`src/rtl/dnc_write_vector.sv`:
```
// dnc_write_vector: responder end of the write-vector START/READY handshake.
// A length-limited stream of elements is captured into a local buffer (LOAD),
// then replayed one element per cycle to the memory-write datapath (EMIT).
module dnc_write_vector #(
  parameter int DATA_SIZE    = 64,
  parameter int CONTROL_SIZE = 64,
  parameter int W            = 64
) (
  input  logic                 CLK,
  input  logic                 RST,
  input  logic                 START,
  output logic                 READY,
  input  logic                 V_IN_ENABLE,
  output logic                 V_OUT_ENABLE,
  input  logic [DATA_SIZE-1:0] SIZE_W_IN,
  input  logic [DATA_SIZE-1:0] V_IN,
  output logic [DATA_SIZE-1:0] V_OUT
);

  // Buffer address width, and index width with one extra bit so len=W fits.
  localparam int AW = (W > 1) ? $clog2(W) : 1;
  localparam int IW = (CONTROL_SIZE < AW + 1) ? CONTROL_SIZE : AW + 1;

  typedef enum logic [1:0] {
    S_IDLE,
    S_LOAD,
    S_EMIT
  } state_t;

  state_t               state;
  state_t               state_nx;
  logic [IW-1:0]        len;
  logic [IW-1:0]        load_idx;
  logic [IW-1:0]        emit_idx;
  logic                 ready_q;
  logic                 vld_p1;
  logic [DATA_SIZE-1:0] v_out_p1;
  logic [DATA_SIZE-1:0] buffer [W];

  logic                 accept;
  logic                 cap;
  logic                 emit_fire;
  logic                 emit_done;

  // Requested length clamped to the buffer depth (unsigned compare).
  function automatic logic [IW-1:0] sat_len(input logic [DATA_SIZE-1:0] sz);
    if (sz > DATA_SIZE'(W)) begin
      return IW'(W);
    end
    return sz[IW-1:0];
  endfunction

  // Next-state and per-cycle event decode.
  always_comb begin
    state_nx  = state;
    accept    = 1'b0;
    cap       = 1'b0;
    emit_fire = 1'b0;
    emit_done = 1'b0;
    case (state)
      S_IDLE: begin
        if (START) begin
          accept   = 1'b1;
          // A zero-length request skips LOAD and completes through EMIT.
          state_nx = (sat_len(SIZE_W_IN) == '0) ? S_EMIT : S_LOAD;
        end
      end
      S_LOAD: begin
        if (V_IN_ENABLE) begin
          cap = 1'b1;
          if (load_idx == len - IW'(1)) begin
            state_nx = S_EMIT;
          end
        end
      end
      S_EMIT: begin
        if (emit_idx < len) begin
          emit_fire = 1'b1;
        end else begin
          emit_done = 1'b1;
          state_nx  = S_IDLE;
        end
      end
      default: state_nx = S_IDLE;
    endcase
  end

  // Control state: FSM register, latched length, counters, READY.
  always_ff @(posedge CLK) begin
    if (RST) begin
      state    <= S_IDLE;
      len      <= '0;
      load_idx <= '0;
      emit_idx <= '0;
      ready_q  <= 1'b1;
      vld_p1   <= 1'b0;
    end else begin
      state  <= state_nx;
      vld_p1 <= emit_fire;
      if (accept) begin
        len      <= sat_len(SIZE_W_IN);
        load_idx <= '0;
        emit_idx <= '0;
        ready_q  <= 1'b0;
      end
      if (cap) begin
        load_idx <= load_idx + IW'(1);
      end
      if (emit_fire) begin
        emit_idx <= emit_idx + IW'(1);
      end
      if (emit_done) begin
        ready_q <= 1'b1;
      end
    end
  end

  // Capture stage: element storage, contents survive reset.
  always_ff @(posedge CLK) begin
    if (cap && !RST) begin
      buffer[load_idx[AW-1:0]] <= V_IN;
    end
  end

  // Output stage p1: replayed element, held between strobes.
  always_ff @(posedge CLK) begin
    if (RST) begin
      v_out_p1 <= '0;
    end else if (emit_fire) begin
      v_out_p1 <= buffer[emit_idx[AW-1:0]];
    end
  end

  assign READY        = ready_q;
  assign V_OUT_ENABLE = vld_p1;
  assign V_OUT        = v_out_p1;

endmodule
```
`config.mk`:
```
export PLATFORM = sky130hd
export DESIGN_NAME = dnc_write_vector
export DESIGN_NICKNAME = d
export VERILOG_FILES = /design/src/rtl/dnc_write_vector.sv
export SDC_FILE = /design/constraint.sdc
export NUM_CORES = 2
export LEC_CHECK = 0
export ABC_CLOCK_PERIOD_IN_PS = 6150
export CAP_MARGIN = 20
export CORE_ASPECT_RATIO = 1.1
export CORE_MARGIN = 8
export CORE_UTILIZATION = 59
export CTS_CLUSTER_DIAMETER = 30
export DETAILED_ROUTE_END_ITERATION = 8
export PLACE_DENSITY_LB_ADDON = 0.08
export SLEW_MARGIN = 20
export SYNTH_ARGS = -nofsm -noshare
export SYNTH_HDL_FRONTEND = slang
export SYNTH_SLANG_ARGS = --single-unit
```
`constraint.sdc`:
```
create_clock -name CLK -period 6.15 [get_ports CLK]
set_input_delay 1.23 -clock CLK [delete_from_list [all_inputs] [get_ports CLK]]
set_output_delay 1.23 -clock CLK [all_outputs]
set_load 0.02 [all_outputs]
```
======== Word-level counts from Yosys, hierarchy flattened ========
Memory sizes are Yosys's and may differ from the RTL's. A register that Yosys moved wholly into a read port is not among the register bits.
Index checks and enable logic that the tools add are counted.
storage, ports and cells
  register bits after elaboration ......... 25
  bits in latches ......................... 0
  memory bits (writable) .................. 4096
  memory bits (read-only) ................. 0
  bits of input ports ..................... 132
  output and inout port bits .............. 66
  logic and storage cells ................. 56
  memories kept ........................... 1
memory list
  memory  depth  bits a word  read ports  clocked after Yosys merged registers in  write ports  RTL line  text
  buffer  64     64           1           1                                        1            38        logic [DATA_SIZE-1:0] buffer [W];
operators by class
  add/subtract/negate cells ............... 3
  multipliers ............................. 0
  div/mod/pow operators ................... 0
  $lt $le $gt $ge ......................... 2
  eq/ne operators ......................... 7
  shifts and indexed selects .............. 0
  multiplexer cells ....................... 29
  bitwise gates (word level) .............. 0
  reduce and logical (&&, ||, !) cells .... 8
operators with widths
  operator                                                         number
  greater-than comparator 64 x 7 -> 1 bit (second input constant)  1
  2-to-1 mux 7 bit                                                 8
  2-to-1 mux 1 bit                                                 15
  adder 7 x 1 -> 7 bit (second input constant)                     2
  2-to-1 mux 2 bit                                                 5
  inequality test 2 bit (second input constant)                    4
  equality test 7 bit                                              1
  zero test 7 bit                                                  1
  less-than comparator 7 bit                                       1
  subtractor 7 x 1 -> 7 bit (second input constant)                1
  one-hot mux 2 bit (3 select lines)                               1
  AND reduction 4 bit                                              1
  nonzero test 2 bit                                               2
  equality test 2 x 1 -> 1 bit (second input constant)             1
  equality test 2 bit (second input constant)                      1
  zero test 2 bit                                                  1
  OR reduction 2 bit                                               1
  logical AND 1 bit                                                1
  zero test 1 bit                                                  1

======== Logic depth before layout (Yosys ltp) ========
  word-level depth ........................ 11
  mapped depth ............................ 12
  mapped depth without buffers ............ 8

======== Least setup slack after synthesis ========
OpenSTA, ideal clock, no wires.
  path type ............................... input -> register
  start ................................... input RST
  end ..................................... memory buffer[51][0] (enable)
  library setup time ...................... 487 ps
  arrival time ............................ 4727 ps
  required time ........................... 5663 ps
  path slack .............................. 937 ps
  stages on the path ...................... 4
  buffers on the path ..................... 1
  cell sequence ........................... clkbuf_1 nor3_1 nand3_1 nor2_1
on the way
  word-level cells in the longest chain between the ends .. 4
ends and longest elaborated chain
  what                                    RTL line  text
  start: declaration                      10        input logic RST,
  zero test 1 bit                         120       if (cap && !RST) begin
  logical AND 1 bit                       120
  2-to-1 mux 1 bit                        120
  2-to-1 mux 1 bit (not written as such)  121       buffer[load_idx[AW-1:0]] <= V_IN;
  end: declaration                        38
Every way passes these cells.

======== Worst setup path in the final report ========
  start ................................... register emit_idx[1]
  end ..................................... register v_out_p1[0] (netlist: V_OUT[0]) (read register of buffer)
on the way
  word-level cells in the longest chain between the ends .. 3
ends and longest elaborated chain
  what                        RTL line  text
  start: declaration          34        logic [IW-1:0] emit_idx;
  start signal: assignment    110       emit_idx <= emit_idx + IW'(1);
  less-than comparator 7 bit  77        if (emit_idx < len) begin
  2-to-1 mux 1 bit            77
  2-to-1 mux 1 bit            60        case (state)
  end: declaration            37        logic [DATA_SIZE-1:0] v_out_p1;
Several ways; a longest one is shown, not always the timed one.
A chain may end at the register's enable or synchronous reset.

==> reports/qor.yml <==
crit_fanout: 32
fmax_mhz: 239
vias: 81124
mappedNetlistArea_um2: 158000
r2r_start: "emit_idx[1]"
status: "finished clean"
grt_pass1_wl_mm: 609
final_cell_mix: "4096 x edfxtp_1, 878 x mux4_2, 651 x clkbuf_16, 447 x a22oi_1, 420 x mux2i_1"
grt_max_degree: 113
fin_crit_sh: 0.680
core_um2: 267000
antenna_found_initial: 29
cts.clk_slew.worst_paths_ps: 50
synthDistinctLibCells: 50
dp_hpwl_mm: 246
synth_edf_count: 4096
gp_congestion: 0.841
cts.repair.resized: 0
clock-sinks: 4185
ir_drop_mv: 0.364
p_total_uw: 69200
setup_viol: 0
min-delay-start: "len[6]"
drc: 0
die-width_um: 510
netlist_instances: 7145
grt_pass1_vias: 80839
nets: 8008
drive_gt1_frac: 0.283
hold_violations: 0
ys_seq_area_frac: 0.788
area_growth_pct: 19.1
fp.dieArea_um2: 285000
synth_ff_type: "edfxtp_1"
root_buffer: "clkbuf_16"
syn_nets: 7286
avgSynthCellArea_um2: 22.2
final_util: 0.706
viasPerCell: 6.80
htree_levels: 6
cp_data_arrival_time_ps: 4970
cap_viol_max_count: 0
cp-startpoint: "emit_idx[1]"
io-pin-count: 198
ctsHoldBuffers: 0
detail-route-antenna-nets: 0
stdcell_count: 11932
start_util: 0.593
worst_ep_required_time_ps: 6940
p_leak_uw: 0.0578
grt_overflow: 0
ys_warn_count: 0
cts_tree: "yes"
p_per_area_nw_per_um2: 367
drt-total-wl_mm: 433
finalSetupTns_ps: 0
rows: 199
grt_usage: 0.301
dp_cells: 10739
cp-end-kind: "flop"
drt-pass1-iter-count: 7
cts_buffer_depth: 4
synth-async-reset-ratio: 0
route.detailed.wl_per_inst_um: 36.3
path_class: "flop to flop"
portBuffers: 197
fp.dieH_um: 559
drt_iter0_markers: 12227
post_cts_buffers: 0
slew_viol_final: 0
slew_headroom: 0.272
ys_ff_latch: 4185
worst_clock_skew_ps: 67.7
worstMarginPinSlew_ps: 1090
worstSkewPairLatency_ps: 950
hp-class: "flop to flop"
start_kind: "flop"
cts_made_buffers: 643
rsz0062_at_grt: "no"
final_common_cell: "edfxtp_1"
finalCriticalPeriod_ps: 4180
hold_ws_ps: 539
## worst paths after layout
path | end | slack [ps] | cells past startpoint
worst max-delay path | V_OUT[0] | 1970 | 9
worst max register to register | V_OUT[0] | 1970 | 9
worst min-delay path | len[6] | 540 | 2
worst min register to register | len[6] | 540 | 2
## flip-flops by register name, summed over array words and instances, names as in the netlist
name          flops
buffer         4096
READY             1
emit_idx          7
V_OUT_ENABLE      1
V_OUT            64
len               7
load_idx          7
state             2
## area by class of cell
class,instances,area [um2]
antenna,7,17.5
clock buffer,727,16700
clock inverter,459,5690
fill,15709,78500
inverter,12,45.0
multi-input combinational,2539,32400
sequential,4185,125000
tap,3517,4400
timing repair buffer,486,4640
## Yosys cell counts, types with 2 or more instances
| master | n | area, um2 |
|---|---|---|
| a21oi_1 | 32 | 160 |
| a221oi_1 | 48 | 420 |
| a222oi_1 | 44 | 440 |
| a22oi_1 | 447 | 3360 |
| a311oi_1 | 2 | 17.5 |
| and2_1 | 3 | 18.8 |
| and3_1 | 6 | 37.5 |
| buf_1 | 44 | 165 |
| buf_2 | 151 | 756 |
| buf_4 | 18 | 135 |
| buf_6 | 3 | 33.8 |
| clkbuf_1 | 193 | 724 |
| dfxtp_1 | 89 | 1780 |
| edfxtp_1 | 4096 | 123000 |
| ha_1 | 9 | 113 |
| inv_1 | 12 | 45.0 |
| mux2i_1 | 420 | 4200 |
| mux4_2 | 878 | 19800 |
| nand2_1 | 193 | 724 |
| nand2b_1 | 50 | 313 |
| nand3_1 | 92 | 460 |
| nand3b_1 | 7 | 52.6 |
| nand4_1 | 73 | 457 |
| nor2_1 | 95 | 357 |
| nor2b_1 | 8 | 50.1 |
| nor3_1 | 9 | 45.0 |
| nor3_2 | 2 | 20.0 |
| nor3b_1 | 2 | 15.0 |
| nor4_1 | 16 | 100 |
| nor4_2 | 2 | 25.0 |
| o21a_1 | 2 | 15.0 |
| o21ai_0 | 43 | 215 |
| o21ai_1 | 28 | 140 |
| or3_1 | 2 | 12.5 |
| or3b_2 | 2 | 17.5 |
| xnor2_1 | 8 | 70.1 |
| xor2_1 | 3 | 26.3 |
## report_power, final
part	internal [uW]	total (uW)	switching, uW	leakage, uW
registers	31300	31400	9.20	0.0375
clock network	23500	37100	13500	0.0107
logic	112	739	627	0.00958
total	55000	69200	14200	0.0578
## critical path, cell delays in order (launching register included)
cell	delay [ps]
dfxtp_4	820
buf_4	550
nand2b_4	830
buf_4	330
a21oi_1	60
nand3_1	190
nand4_1	410
a22oi_1	500
buf_4	210
o21ai_1	60
## per-stage QoR
stage,cell area (um2),setup WS [ps]
after CTS,189000,2130
after floorplan,158000,937
after detailed placement,166000,1320
final,189000,1970
after global placement,166000,1320
after global routing,189000,1890
## routing by layer
metal  vias up  wire (um)  track usage
met2      5087     202000        0.459
met3       755      50900       0.0650
met4         6      14500       0.0969
met1     43122     165000        0.442
li1      32154          -            -
met5         -         41            0
## logic make-up (layout without fill, tap and decap cells)
group | after synthesis | count (layout) | share of synthesized area
flops | 4185 | 4185 | 0.788
mux | 1299 | 1299 | 0.151
compound gates | 655 | 655 | 0.0306
simple gates | 565 | 565 | 0.0172
buf+inv | 421 | 1684 | 0.0117
xor+xnor | 11 | 11 | 0.000608
fa+ha+maj | 9 | 9 | 0.000711
other cells | 0 | 7 | 0
(Power assumes the default switching activity.)
